===== config.mk =====
export PLATFORM = sky130hd
export DESIGN_NAME = dsp_chan_mux
export DESIGN_NICKNAME = d
export VERILOG_FILES = /design/src/rtl/dsp_chan_mux_pkg.sv /design/src/rtl/dsp_chan_mux_fifo.sv /design/src/rtl/dsp_chan_mux.sv
export SDC_FILE = /design/constraint.sdc
export NUM_CORES = 1
export LEC_CHECK = 0
export ABC_AREA = 0
export BUFFER_PORTS_ARGS = -buffer_cell sky130_fd_sc_hd__buf_2
export CAP_MARGIN = 20
export CORE_MARGIN = 2
export CORE_UTILIZATION = 50
export DETAILED_ROUTE_END_ITERATION = 8
export GPL_TIMING_DRIVEN = 0
export PLACE_DENSITY = 0.66
export SETUP_SLACK_MARGIN = 0.5
export SLEW_MARGIN = 20
export SYNTH_ARGS = -nofsm -noshare
export SYNTH_HDL_FRONTEND = slang
export SYNTH_SLANG_ARGS = --single-unit

===== constraint.sdc =====
create_clock -name clk -period 5.1 [get_ports clk]
set_input_delay 0.765 -clock clk [delete_from_list [all_inputs] [get_ports clk]]
set_output_delay 0.765 -clock clk [all_outputs]
set_load 0.02 [all_outputs]

===== src/rtl/dsp_chan_mux_pkg.sv =====
// Shared types and helpers for the dsp_chan_mux stream concentrator.
// Holds the arbiter state encoding, the round-robin pick function and the stats counter width.
package dsp_pkg;

    localparam int STATS_W  = 32;
    localparam int MAX_CH   = 16;
    localparam int CH_IDX_W = 4;

    typedef enum logic [0:0] {
        ARB_IDLE  = 1'b0,
        ARB_BURST = 1'b1
    } arb_state_t;

    // First set bit of req at or above ptr, wrapping modulo MAX_CH; unused upper req bits must be zero.
    function automatic logic [CH_IDX_W-1:0] rr_pick(input logic [MAX_CH-1:0]   req,
                                                   input logic [CH_IDX_W-1:0] ptr);
        logic [CH_IDX_W-1:0] idx;
        rr_pick = ptr;
        for (int k = MAX_CH - 1; k >= 0; k--) begin
            idx = ptr + CH_IDX_W'(k);
            if (req[idx]) begin
                rr_pick = idx;
            end
        end
    endfunction

endpackage


===== src/rtl/dsp_chan_mux_fifo.sv =====
// dsp_sync_fifo: per-channel synchronous FIFO with flush, power-of-two depth.
// head always presents the oldest entry; a push is ignored while full.
module dsp_sync_fifo
    import dsp_pkg::*;
#(
    parameter int DATA_WIDTH = 16,
    parameter int DEPTH      = 4
) (
    input  logic                        clk,
    input  logic                        arst_n,
    input  logic                        push,
    input  logic                        pop,
    input  logic                        flush,
    input  logic [DATA_WIDTH-1:0]       wr_data,
    output logic                        full,
    output logic                        empty,
    output logic [$clog2(DEPTH):0]      count,
    output logic [DATA_WIDTH-1:0]       head
);
    localparam int AW = $clog2(DEPTH);

    logic [DATA_WIDTH-1:0] mem [DEPTH];
    logic [AW-1:0]         wr_ptr_q, wr_ptr_d;
    logic [AW-1:0]         rd_ptr_q, rd_ptr_d;
    logic [AW:0]           count_q, count_d;
    logic                  do_push;
    logic                  do_pop;

    assign full    = (count_q == (AW+1)'(DEPTH));
    assign empty   = (count_q == '0);
    assign count   = count_q;
    assign head    = mem[rd_ptr_q];
    assign do_push = push && !full && !flush;
    assign do_pop  = pop && !empty && !flush;

    always_comb begin
        wr_ptr_d = wr_ptr_q;
        rd_ptr_d = rd_ptr_q;
        count_d  = count_q;
        if (flush) begin
            wr_ptr_d = '0;
            rd_ptr_d = '0;
            count_d  = '0;
        end else begin
            wr_ptr_d = wr_ptr_q + AW'(do_push);
            rd_ptr_d = rd_ptr_q + AW'(do_pop);
            count_d  = count_q + (AW+1)'(do_push) - (AW+1)'(do_pop);
        end
    end

    always_ff @(posedge clk or negedge arst_n) begin
        if (!arst_n) begin
            wr_ptr_q <= '0;
            rd_ptr_q <= '0;
            count_q  <= '0;
        end else begin
            wr_ptr_q <= wr_ptr_d;
            rd_ptr_q <= rd_ptr_d;
            count_q  <= count_d;
        end
    end

    // Storage carries only data, so it is left out of reset.
    always_ff @(posedge clk) begin
        if (do_push) begin
            mem[wr_ptr_q] <= wr_data;
        end
    end

endmodule


===== src/rtl/dsp_chan_mux.sv =====
// dsp_chan_mux: NUM_CH valid/ready streams, per-channel FIFOs, burst-limited round-robin egress.
// Define DSP_CHAN_MUX_STATS_EN to add stats_clr and per-channel beat_count counters.
module dsp_chan_mux
    import dsp_pkg::*;
#(
    parameter int DATA_WIDTH = 16,
    parameter int NUM_CH     = 4,
    parameter int FIFO_DEPTH = 4,
    parameter int BURST_LEN  = 4,
    parameter int CH_W       = $clog2(NUM_CH)
) (
    input  logic                              clk,
    input  logic                              arst_n,
    input  logic [NUM_CH-1:0]                 ch_enable,
    input  logic [NUM_CH-1:0][DATA_WIDTH-1:0] src_data_in,
    input  logic [NUM_CH-1:0]                 src_valid_in,
    output logic [NUM_CH-1:0]                 src_ready_out,
`ifdef DSP_CHAN_MUX_STATS_EN
    input  logic                              stats_clr,
    output logic [NUM_CH-1:0][STATS_W-1:0]    beat_count,
`endif
    output logic [DATA_WIDTH-1:0]             dst_data_out,
    output logic [CH_W-1:0]                   dst_chan_out,
    output logic                              dst_valid_out,
    input  logic                              dst_ready_in
);
    localparam int CNT_W = $clog2(FIFO_DEPTH) + 1;
    localparam int BC_W  = $clog2(BURST_LEN + 1);

    logic [NUM_CH-1:0]                 push;
    logic [NUM_CH-1:0]                 pop;
    logic [NUM_CH-1:0]                 flush;
    logic [NUM_CH-1:0]                 full;
    logic [NUM_CH-1:0]                 empty;
    logic [NUM_CH-1:0][CNT_W-1:0]      count;
    logic [NUM_CH-1:0][DATA_WIDTH-1:0] head;
    logic [NUM_CH-1:0]                 req;
    logic [NUM_CH-1:0]                 last_beat;
    logic [MAX_CH-1:0]                 req_ext;

    arb_state_t        state_q, state_d;
    logic [CH_W-1:0]   grant_q, grant_d;
    logic [CH_W-1:0]   rr_ptr_q, rr_ptr_d;
    logic [BC_W-1:0]   beat_cnt_q, beat_cnt_d;
    logic [BC_W-1:0]   beat_inc;
    logic [CH_W-1:0]   pick_ch;
    logic [CH_W-1:0]   pop_ch;
    logic              pop_en;
    logic              load_opp;

    logic                  dst_valid_q;
    logic [DATA_WIDTH-1:0] dst_data_q;
    logic [CH_W-1:0]       dst_chan_q;

    function automatic logic [CH_W-1:0] next_ch(input logic [CH_W-1:0] c);
        return (c == CH_W'(NUM_CH - 1)) ? '0 : c + CH_W'(1);
    endfunction

    assign src_ready_out = ch_enable & ~full & {NUM_CH{arst_n}};
    assign push          = src_valid_in & src_ready_out;
    assign flush         = ~ch_enable;
    assign req           = ch_enable & ~empty;
    assign load_opp      = !dst_valid_q || dst_ready_in;
    assign beat_inc      = beat_cnt_q + BC_W'(1);

    for (genvar i = 0; i < NUM_CH; i++) begin : g_fifo
        dsp_sync_fifo #(
            .DATA_WIDTH (DATA_WIDTH),
            .DEPTH      (FIFO_DEPTH)
        ) u_fifo (
            .clk     (clk),
            .arst_n  (arst_n),
            .push    (push[i]),
            .pop     (pop[i]),
            .flush   (flush[i]),
            .wr_data (src_data_in[i]),
            .full    (full[i]),
            .empty   (empty[i]),
            .count   (count[i]),
            .head    (head[i])
        );
    end

    // A pop drains the FIFO only if no push lands in the same cycle.
    always_comb begin
        req_ext = '0;
        req_ext[NUM_CH-1:0] = req;
        for (int i = 0; i < NUM_CH; i++) begin
            last_beat[i] = (count[i] == CNT_W'(1)) && !push[i];
        end
    end

    assign pick_ch = CH_W'(rr_pick(req_ext, CH_IDX_W'(rr_ptr_q)));

    always_comb begin
        state_d    = state_q;
        grant_d    = grant_q;
        rr_ptr_d   = rr_ptr_q;
        beat_cnt_d = beat_cnt_q;
        pop_en     = 1'b0;
        pop_ch     = grant_q;
        case (state_q)
            ARB_IDLE: begin
                if (load_opp && (|req)) begin
                    pop_en     = 1'b1;
                    pop_ch     = pick_ch;
                    grant_d    = pick_ch;
                    beat_cnt_d = BC_W'(1);
                    if ((BURST_LEN == 1) || last_beat[pick_ch]) begin
                        rr_ptr_d = next_ch(pick_ch);
                    end else begin
                        state_d = ARB_BURST;
                    end
                end
            end
            ARB_BURST: begin
                if (!ch_enable[grant_q] || (load_opp && empty[grant_q])) begin
                    state_d  = ARB_IDLE;
                    rr_ptr_d = next_ch(grant_q);
                end else if (load_opp) begin
                    pop_en     = 1'b1;
                    beat_cnt_d = beat_inc;
                    if ((beat_inc == BC_W'(BURST_LEN)) || last_beat[grant_q]) begin
                        state_d  = ARB_IDLE;
                        rr_ptr_d = next_ch(grant_q);
                    end
                end
            end
            default: state_d = ARB_IDLE;
        endcase
    end

    always_comb begin
        for (int i = 0; i < NUM_CH; i++) begin
            pop[i] = pop_en && (pop_ch == CH_W'(i));
        end
    end

    always_ff @(posedge clk or negedge arst_n) begin
        if (!arst_n) begin
            state_q    <= ARB_IDLE;
            grant_q    <= '0;
            rr_ptr_q   <= '0;
            beat_cnt_q <= '0;
        end else begin
            state_q    <= state_d;
            grant_q    <= grant_d;
            rr_ptr_q   <= rr_ptr_d;
            beat_cnt_q <= beat_cnt_d;
        end
    end

    // Output register only reloads on a load opportunity, so it holds under backpressure.
    always_ff @(posedge clk or negedge arst_n) begin
        if (!arst_n) begin
            dst_valid_q <= 1'b0;
            dst_data_q  <= '0;
            dst_chan_q  <= '0;
        end else if (pop_en) begin
            dst_valid_q <= 1'b1;
            dst_data_q  <= head[pop_ch];
            dst_chan_q  <= pop_ch;
        end else if (dst_ready_in) begin
            dst_valid_q <= 1'b0;
        end
    end

    assign dst_valid_out = dst_valid_q;
    assign dst_data_out  = dst_data_q;
    assign dst_chan_out  = dst_chan_q;

`ifdef DSP_CHAN_MUX_STATS_EN
    logic [NUM_CH-1:0][STATS_W-1:0] beat_count_q;

    always_ff @(posedge clk or negedge arst_n) begin
        if (!arst_n) begin
            beat_count_q <= '0;
        end else if (stats_clr) begin
            beat_count_q <= '0;
        end else if (dst_valid_q && dst_ready_in) begin
            beat_count_q[dst_chan_q] <= beat_count_q[dst_chan_q] + STATS_W'(1);
        end
    end

    assign beat_count = beat_count_q;
`endif

endmodule


==> reports/metrics.csv, run 1 <==
metric,value,unit
crit_path_max_fanout,10,
critical_path_class,reg2reg,
cp-end-kind,register,
grt_pass1_vias,7433,
start_util,0.5054,
slew-limit-headroom,0.2902,
ys.flop_type,edfxtp_1,
final_core_util,0.5902,
rr_worst_depth,20,
die_w,165.8,um
routed_wl,26.70,mm
crit_path_max_incr_delay,0.42,ns
setup_violations,0,
rows,59,
routabilityCongestion,0.8203,
drc,0,
ys_seq_elements,311,
tightestPinTransition,1.038,ns
final-seq-area,0.009065,mm2
crit_end,g_fifo[3].u_fifo.count[2],
timing.setup.tns,0,ns
grt.total_usage,0.1985,
cts_max_level,2,
worst_ep_required_time,5.49,ns
total_power,0.008356,W
met2_length,13.32,mm
drv_cap,0,
final_antenna_net_count,0,
portBuffers,97,
synthCells,732,
die_area,0.02750,mm2
drive_gt1_frac,0.3150,
design_area,0.01529,mm2
fmax,227.4,MHz
dp_hpwl,18.94,mm
final_nets,983,
synth_area,0.01310,mm2
outcome,"finished, final reports clean",
mostFrequentLayoutCell,edfxtp_1,
yosysUniqueCellTypes,57,
clk_latency,0.51,ns
wl_per_cell,21.44,um
tritoncts,done,
final.period_utilization,0.8624,
yosys_warnings,0,
antenna_found_initial,4,
rrSetupSlack,0.70,ns
fillers,1922,
clock-sinks,311,
coreArea,0.02591,mm2
most-common-layout-cells,"256 x edfxtp_1, 98 x buf_2, 65 x mux4_2",
clk_pin_slew_worst_paths,0.06,ns
highest_layer,met5,
drtIter0Drc,628,
layout.cells.non_filler,1245,
synthArstFlopShare,0.1768,
cts_made_buffers,34,
hold_viol_final,0,
worstSetupStartpoint,rr_ptr_q[1],
grt_pass1_wl,42.28,mm
numPlacedInstances,1178,
die_h,165.8,um
syn_nets,832,
cp_common_cell,ha_1,
avgSynthCellArea,17.89,um2
fin_skew,0.01946,ns
area_growth,16.77,%
dr_wl_met3,1.240,mm
cts_max_path_buffers,3,
crit_arrival,4.79,ns
clockRootBuffer,clkbuf_16,
hold_path.class,in2async,
multi_input_area,0.003862,mm2
reg2reg_to,g_fifo[3].u_fifo.count[2],
p_per_area,546.4,mW/mm2
num_vias,6979,
synth-edff-count,256,
critPathSlowestCell,a221o_1,
peakVddDrop,0.3925,mV
r2r-start,rr_ptr_q[1],
drv_slew,0,
avgViaCountPerCell,5.606,
rsz0062_at_grt,no,
fin_crit,4.398,ns
drt_first_pass_iters,6,
dpl-instance-area,0.01418,mm2
leakage,5.687,nW
start_kind,register,
path_cells,buf_4 > inv_2 > ha_1 > buf_4 > nor2b_1 > or2_2 > o211ai_1 > o21ai_1 > a221o_1 > mux2_4 > buf_6 > and3_1 > ha_1 > inv_1 > ha_1 > inv_1 > fa_1 > xnor2_2 > xnor2_1 > and2_1,
ys_seq_area_frac,0.6921,
overflow,0,
grt_max_degree,63,
met1_length,11.50,mm
ios,98,
metrics by stage:
step	hold WS [ns]	setup WS [ns]
floorplan	0.4694	0.8767
global placement	0.4696	-0.1877
detailed placement	0.4803	0.3273
CTS	0.3717	0.5170
global route	0.4030	0.4777
finish	0.3315	0.7016
layout make-up:
type	instances	area share
Antenna cell	2	0.0003273
Buffer	35	0.01129
Clock buffer	48	0.06038
Inverter	19	0.004909
Multi-Input combinational cell	367	0.2526
Sequential cell	311	0.5928
Clock inverter	13	0.007609
Tap cell	335	0.02741
Timing Repair Buffer	115	0.04271
worst min path at each step:
stage | from | endpoint | slack, ns
6_report | arst_n | g_fifo[2].u_fifo.count[1] | 0.33
5_1_grt | arst_n | g_fifo[2].u_fifo.count[0] | 0.40
4_1_cts | arst_n | dst_data_out[9] | 0.37
3_5_place_dp | dst_data_out[10] | dst_data_out[10] | 0.48
3_3_place_gp | dst_data_out[10] | dst_data_out[10] | 0.47
2_1_floorplan | arst_n | beat_cnt_q[0] | 0.47
layer usage:
metal | vias to the layer above | track usage
li1 | 3167 | -
met1 | 3546 | 0.2670
met2 | 209 | 0.3365
met3 | 53 | 0.03575
met4 | 4 | 0.05558
met5 | - | 0
logic make-up (layout without fill, tap and decap cells):
family | after synthesis | in the layout | synth area share
adders and majority gates | 25 | 25 | 0.02618
DFF | 311 | 311 | 0.6921
other | 0 | 2 | 0
xor gates and xnor gates | 18 | 18 | 0.01204
buffers and inverters | 54 | 230 | 0.01786
and+or+nand+nor | 133 | 133 | 0.05140
AOI/OAI and AO/OA | 69 | 69 | 0.03850
muxes | 122 | 122 | 0.1619
registers in the layout, summed over array words and instances, names as in the netlist:
name and flops:
g_fifo.u_fifo.wr_ptr_q 8, g_fifo.u_fifo.mem 256, grant_q 2, g_fifo.u_fifo.rd_ptr_q 8, rr_ptr_q 2, g_fifo.u_fifo.count 12
state_q 1, dst_chan_out 2, dst_valid_out 1, beat_cnt_q 3, dst_data_out 16
power by group:
part	internal [W]	total, W	switching (W)
clock network	0.00133	0.00230	0.000972
logic	0.00138	0.00291	0.00153
registers	0.00296	0.00314	0.000184
total	0.00567	0.00836	0.00269
Yosys cell counts (all sizes together), types with 2 or more instances:
cell,instances,area share
o22ai,2,0.00096
o31a,3,0.0020
and2,28,0.013
mux2,21,0.023
nor2b,8,0.0038
o211ai,2,0.0011
xor2,9,0.0060
edfxtp,256,0.59
inv,18,0.0052
and3,7,0.0033
a311oi,3,0.0020
or2,3,0.0014
nand2b,6,0.0029
dfrtp,55,0.11
ha,21,0.020
nor4,3,0.0019
nand2,44,0.013
clkbuf,23,0.0066
nor3b,5,0.0029
buf,12,0.0058
mux4,65,0.11
a21oi,5,0.0019
nor2,21,0.0060
mux2i,36,0.028
fa,4,0.0061
o31ai,7,0.0073
nor3,6,0.0023
a21boi,2,0.0011
o21ai,29,0.011
xnor2,9,0.0060
a211oi,3,0.0017
critical path: cells and delay by family, from the launching register on:
| kind | cells | cell delay [ns] |
|---|---|---|
| flops | 1 | 0.39 |
| xor+xnor | 2 | 0.28 |
| mux | 1 | 0.33 |
| compound gates | 3 | 0.67 |
| buf+inv | 6 | 0.73 |
| fa+ha+maj | 4 | 1.05 |
| simple gates | 4 | 0.82 |
repair_timing:
item                       in CTS  in global routing
hold buffers                    0                  0
pin swaps                       0                  2
gates cloned                    0                  0
setup endpoints to repair       3                  7
setup buffers                   0                  4
gates resized for setup         2                 13
Note: power is estimated with default switching activity, not from simulation.
==> run 2, diff against run 1 <==
==> constraint.sdc (replaced) <==
create_clock -name clk -period 5.1 [get_ports clk]
set_input_delay 0.255 -clock clk [delete_from_list [all_inputs] [get_ports clk]]
set_output_delay 0.255 -clock clk [all_outputs]
set_load 0.02 [all_outputs]
==> reports/metrics.csv, run 2 (synthesis results as in run 1) <==
metric,value,unit,change
outcome,"finished, final reports clean",,
internal_power,0.005699,W,+0.58%
fmax,228.1,MHz,+0.32%
drv_slew,0,,unchanged
path_cells,buf_4 > inv_2 > ha_1 > buf_4 > nor2b_1 > or2_2 > o211ai_1 > o21ai_1 > a221o_1 > mux2_4 > buf_6 > and3_1 > ha_1 > inv_1 > ha_1 > inv_1 > fa_1 > xnor2_2 > xnor2_1 > and2_1,,
cts_max_path_buffers,3,,unchanged
start_kind,register,,
r2r-start,rr_ptr_q[1],,
fin_skew,0.02044,ns,+0.0009836 ns
final_core_util,0.6152,,+0.02501
fillers,1876,,-2.4%
overflow,0,,unchanged
drc,0,,unchanged
cp-end-kind,register,,
power_frac_clock,0.274,,about the same
hold_path.class,in2reg,,
drv_cap,0,,unchanged
fin_crit,4.385,ns,-0.01392 ns
tightestPinTransition,1.045,ns,+0.007071 ns
critPathSlowestCell,a221o_1,,
p_per_area,527.3,mW/mm2,-3.5%
coreArea,0.02591,mm2,unchanged
hold_viol_final,0,,unchanged
cts_max_level,2,,unchanged
start_util,0.5054,,unchanged
crit_buf_inv,6,,unchanged
p_seq_frac,0.374,,-0.002
largest_reg_flops,256,,unchanged
routabilityCongestion,0.8203,,unchanged
mostFrequentLayoutCell,edfxtp_1,,
cts_made_buffers,34,,unchanged
worstHoldStart,ch_enable[3],,
die_h,165.8,um,unchanged
tritoncts,done,,
grt_max_degree,63,,unchanged
final_nets,1048,,+6.6%
final_antenna_net_count,0,,unchanged
most-common-layout-cells,"256 x edfxtp_1, 98 x buf_2, 65 x mux4_2, 65 x dlygate4sd3_1, 54 x dfrtp_1",,
grt_pass1_vias,7726,,+3.9%
combPwrFrac,0.352,,+0.003
clk_pin_slew_worst_paths,0.06,ns,about the same
setup_violations,0,,unchanged
die_w,165.8,um,unchanged
worst_ep_required_time,5.49,ns,about the same
clockRootBuffer,clkbuf_16,,
crit_path_max_incr_delay,0.41,ns,about the same
sw_frac_of_total,0.3220,,about the same
die_area,0.02750,mm2,unchanged
avgViaCountPerCell,5.522,,-1.5%
wl_per_cell,20.89,um,-2.6%
power.switching,0.002707,W,+0.64%
drt_first_pass_iters,6,,unchanged
clk_latency,0.51,ns,about the same
clock-sinks,311,,unchanged
rsz0062_at_grt,no,,
crit_arrival,4.78,ns,about the same
crit_path_max_fanout,10,,unchanged
drtIter0Drc,678,,+8.0%
worstSetupStartpoint,rr_ptr_q[1],,
routed_wl,27.35,mm,+2.4%
antenna_found_initial,1,,-3
area_growth,21.72,%,
dp_hpwl,18.94,mm,unchanged
largest_register,g_fifo.u_fifo.mem,,
peakVddDrop,0.3932,mV,+0.17%
grt_pass1_wl,43.46,mm,+2.8%
final.period_utilization,0.8597,,-0.002729
cp_common_cell,ha_1,,
portBuffers,97,,unchanged
num_vias,7228,,+3.6%
leakage,5.958,nW,+4.8%
rows,59,,unchanged
holdWs,0.1188,ns,-0.2126 ns
drive_gt1_frac,0.2939,,-0.02104
grt.total_usage,0.2032,,+0.004709
ios,98,,unchanged
crit_family,adder cells,,
timing.setup.tns,0,ns,unchanged
slew-limit-headroom,0.2853,,-0.004836
critical_path_class,reg2reg,,
run 2: changes by cell type in the layout (fill, tap and decap cells not counted):
cell	delta
dlygate4sd3_1	+65
diode_2	-1
run 2: routing by layer:
layer / share of wire / wire, um / vias up / GRT usage
met3: 0.045 / 1235 / 48 / 0.03265
met5: 0 / 0 / - / 0
met2: 0.50 / 13750 / 207 / 0.3509
li1: - / - / 3296 / -
met4: 0.021 / 563 / 0 / 0.05142
met1: 0.43 / 11800 / 3677 / 0.2725
run 2: final timing paths:
kind                                              to  slack, ns  cells after the start
hold reg to reg                     dst_data_out[10]       0.49                      2
setup / recovery           g_fifo[3].u_fifo.count[2]       0.72                     20
hold / removal             g_fifo[3].u_fifo.count[1]       0.12                      2
min in group asynchronous  g_fifo[2].u_fifo.count[1]       0.36                      2
setup reg to reg           g_fifo[3].u_fifo.count[2]       0.72                     20
max in group asynchronous                rr_ptr_q[0]       4.15                      2
run 2: timing repair:
item | 4_1_cts | 5_1_grt
setup buffers | 0 | 4
setup endpoints to repair | 3 | 7
resized for setup | 2 | 13
endpoints found under the hold margin | 311 | 0
pin swaps | 0 | 2
hold buffers | 65 | 0
run 2: power by group through the flow:
stage	clock [W]	combinational, W	sequential (W)
after floorplan	0	0.00206	0.00322
after detailed placement	0	0.00283	0.00318
after global placement	0	0.00270	0.00317
final	0.00230	0.00296	0.00314
after global routing	0.00244	0.00322	0.00316
after CTS	0.00234	0.00288	0.00313
run 2: layout make-up:
class,count,area [um2],area share
multi-input cells,367,3862,0.2423
flip-flops and latches,311,9065,0.5687
repair buffers,180,1304,0.08179
clock inverters,13,116.4,0.007300
plain buffers,35,172.7,0.01083
clock buffers,48,923.4,0.05793
inverters,19,75.07,0.004710
well taps,335,419.2,0.02630
diodes,1,2.502,0.0001570
run 2: metrics by stage:
stage / cells / worst slack, ns / cell area (um2) / total power (W)
2_1_floorplan: 732 / 0.8767 / 13100 / 0.005277
3_3_place_gp: 1164 / 0.3223 / 14000 / 0.005873
3_5_place_dp: 1178 / 0.3273 / 14180 / 0.006007
4_1_cts: 1304 / 0.5170 / 15880 / 0.008351
5_1_grt: 1309 / 0.4777 / 15940 / 0.008829
6_report: 1309 / 0.7155 / 15940 / 0.008406
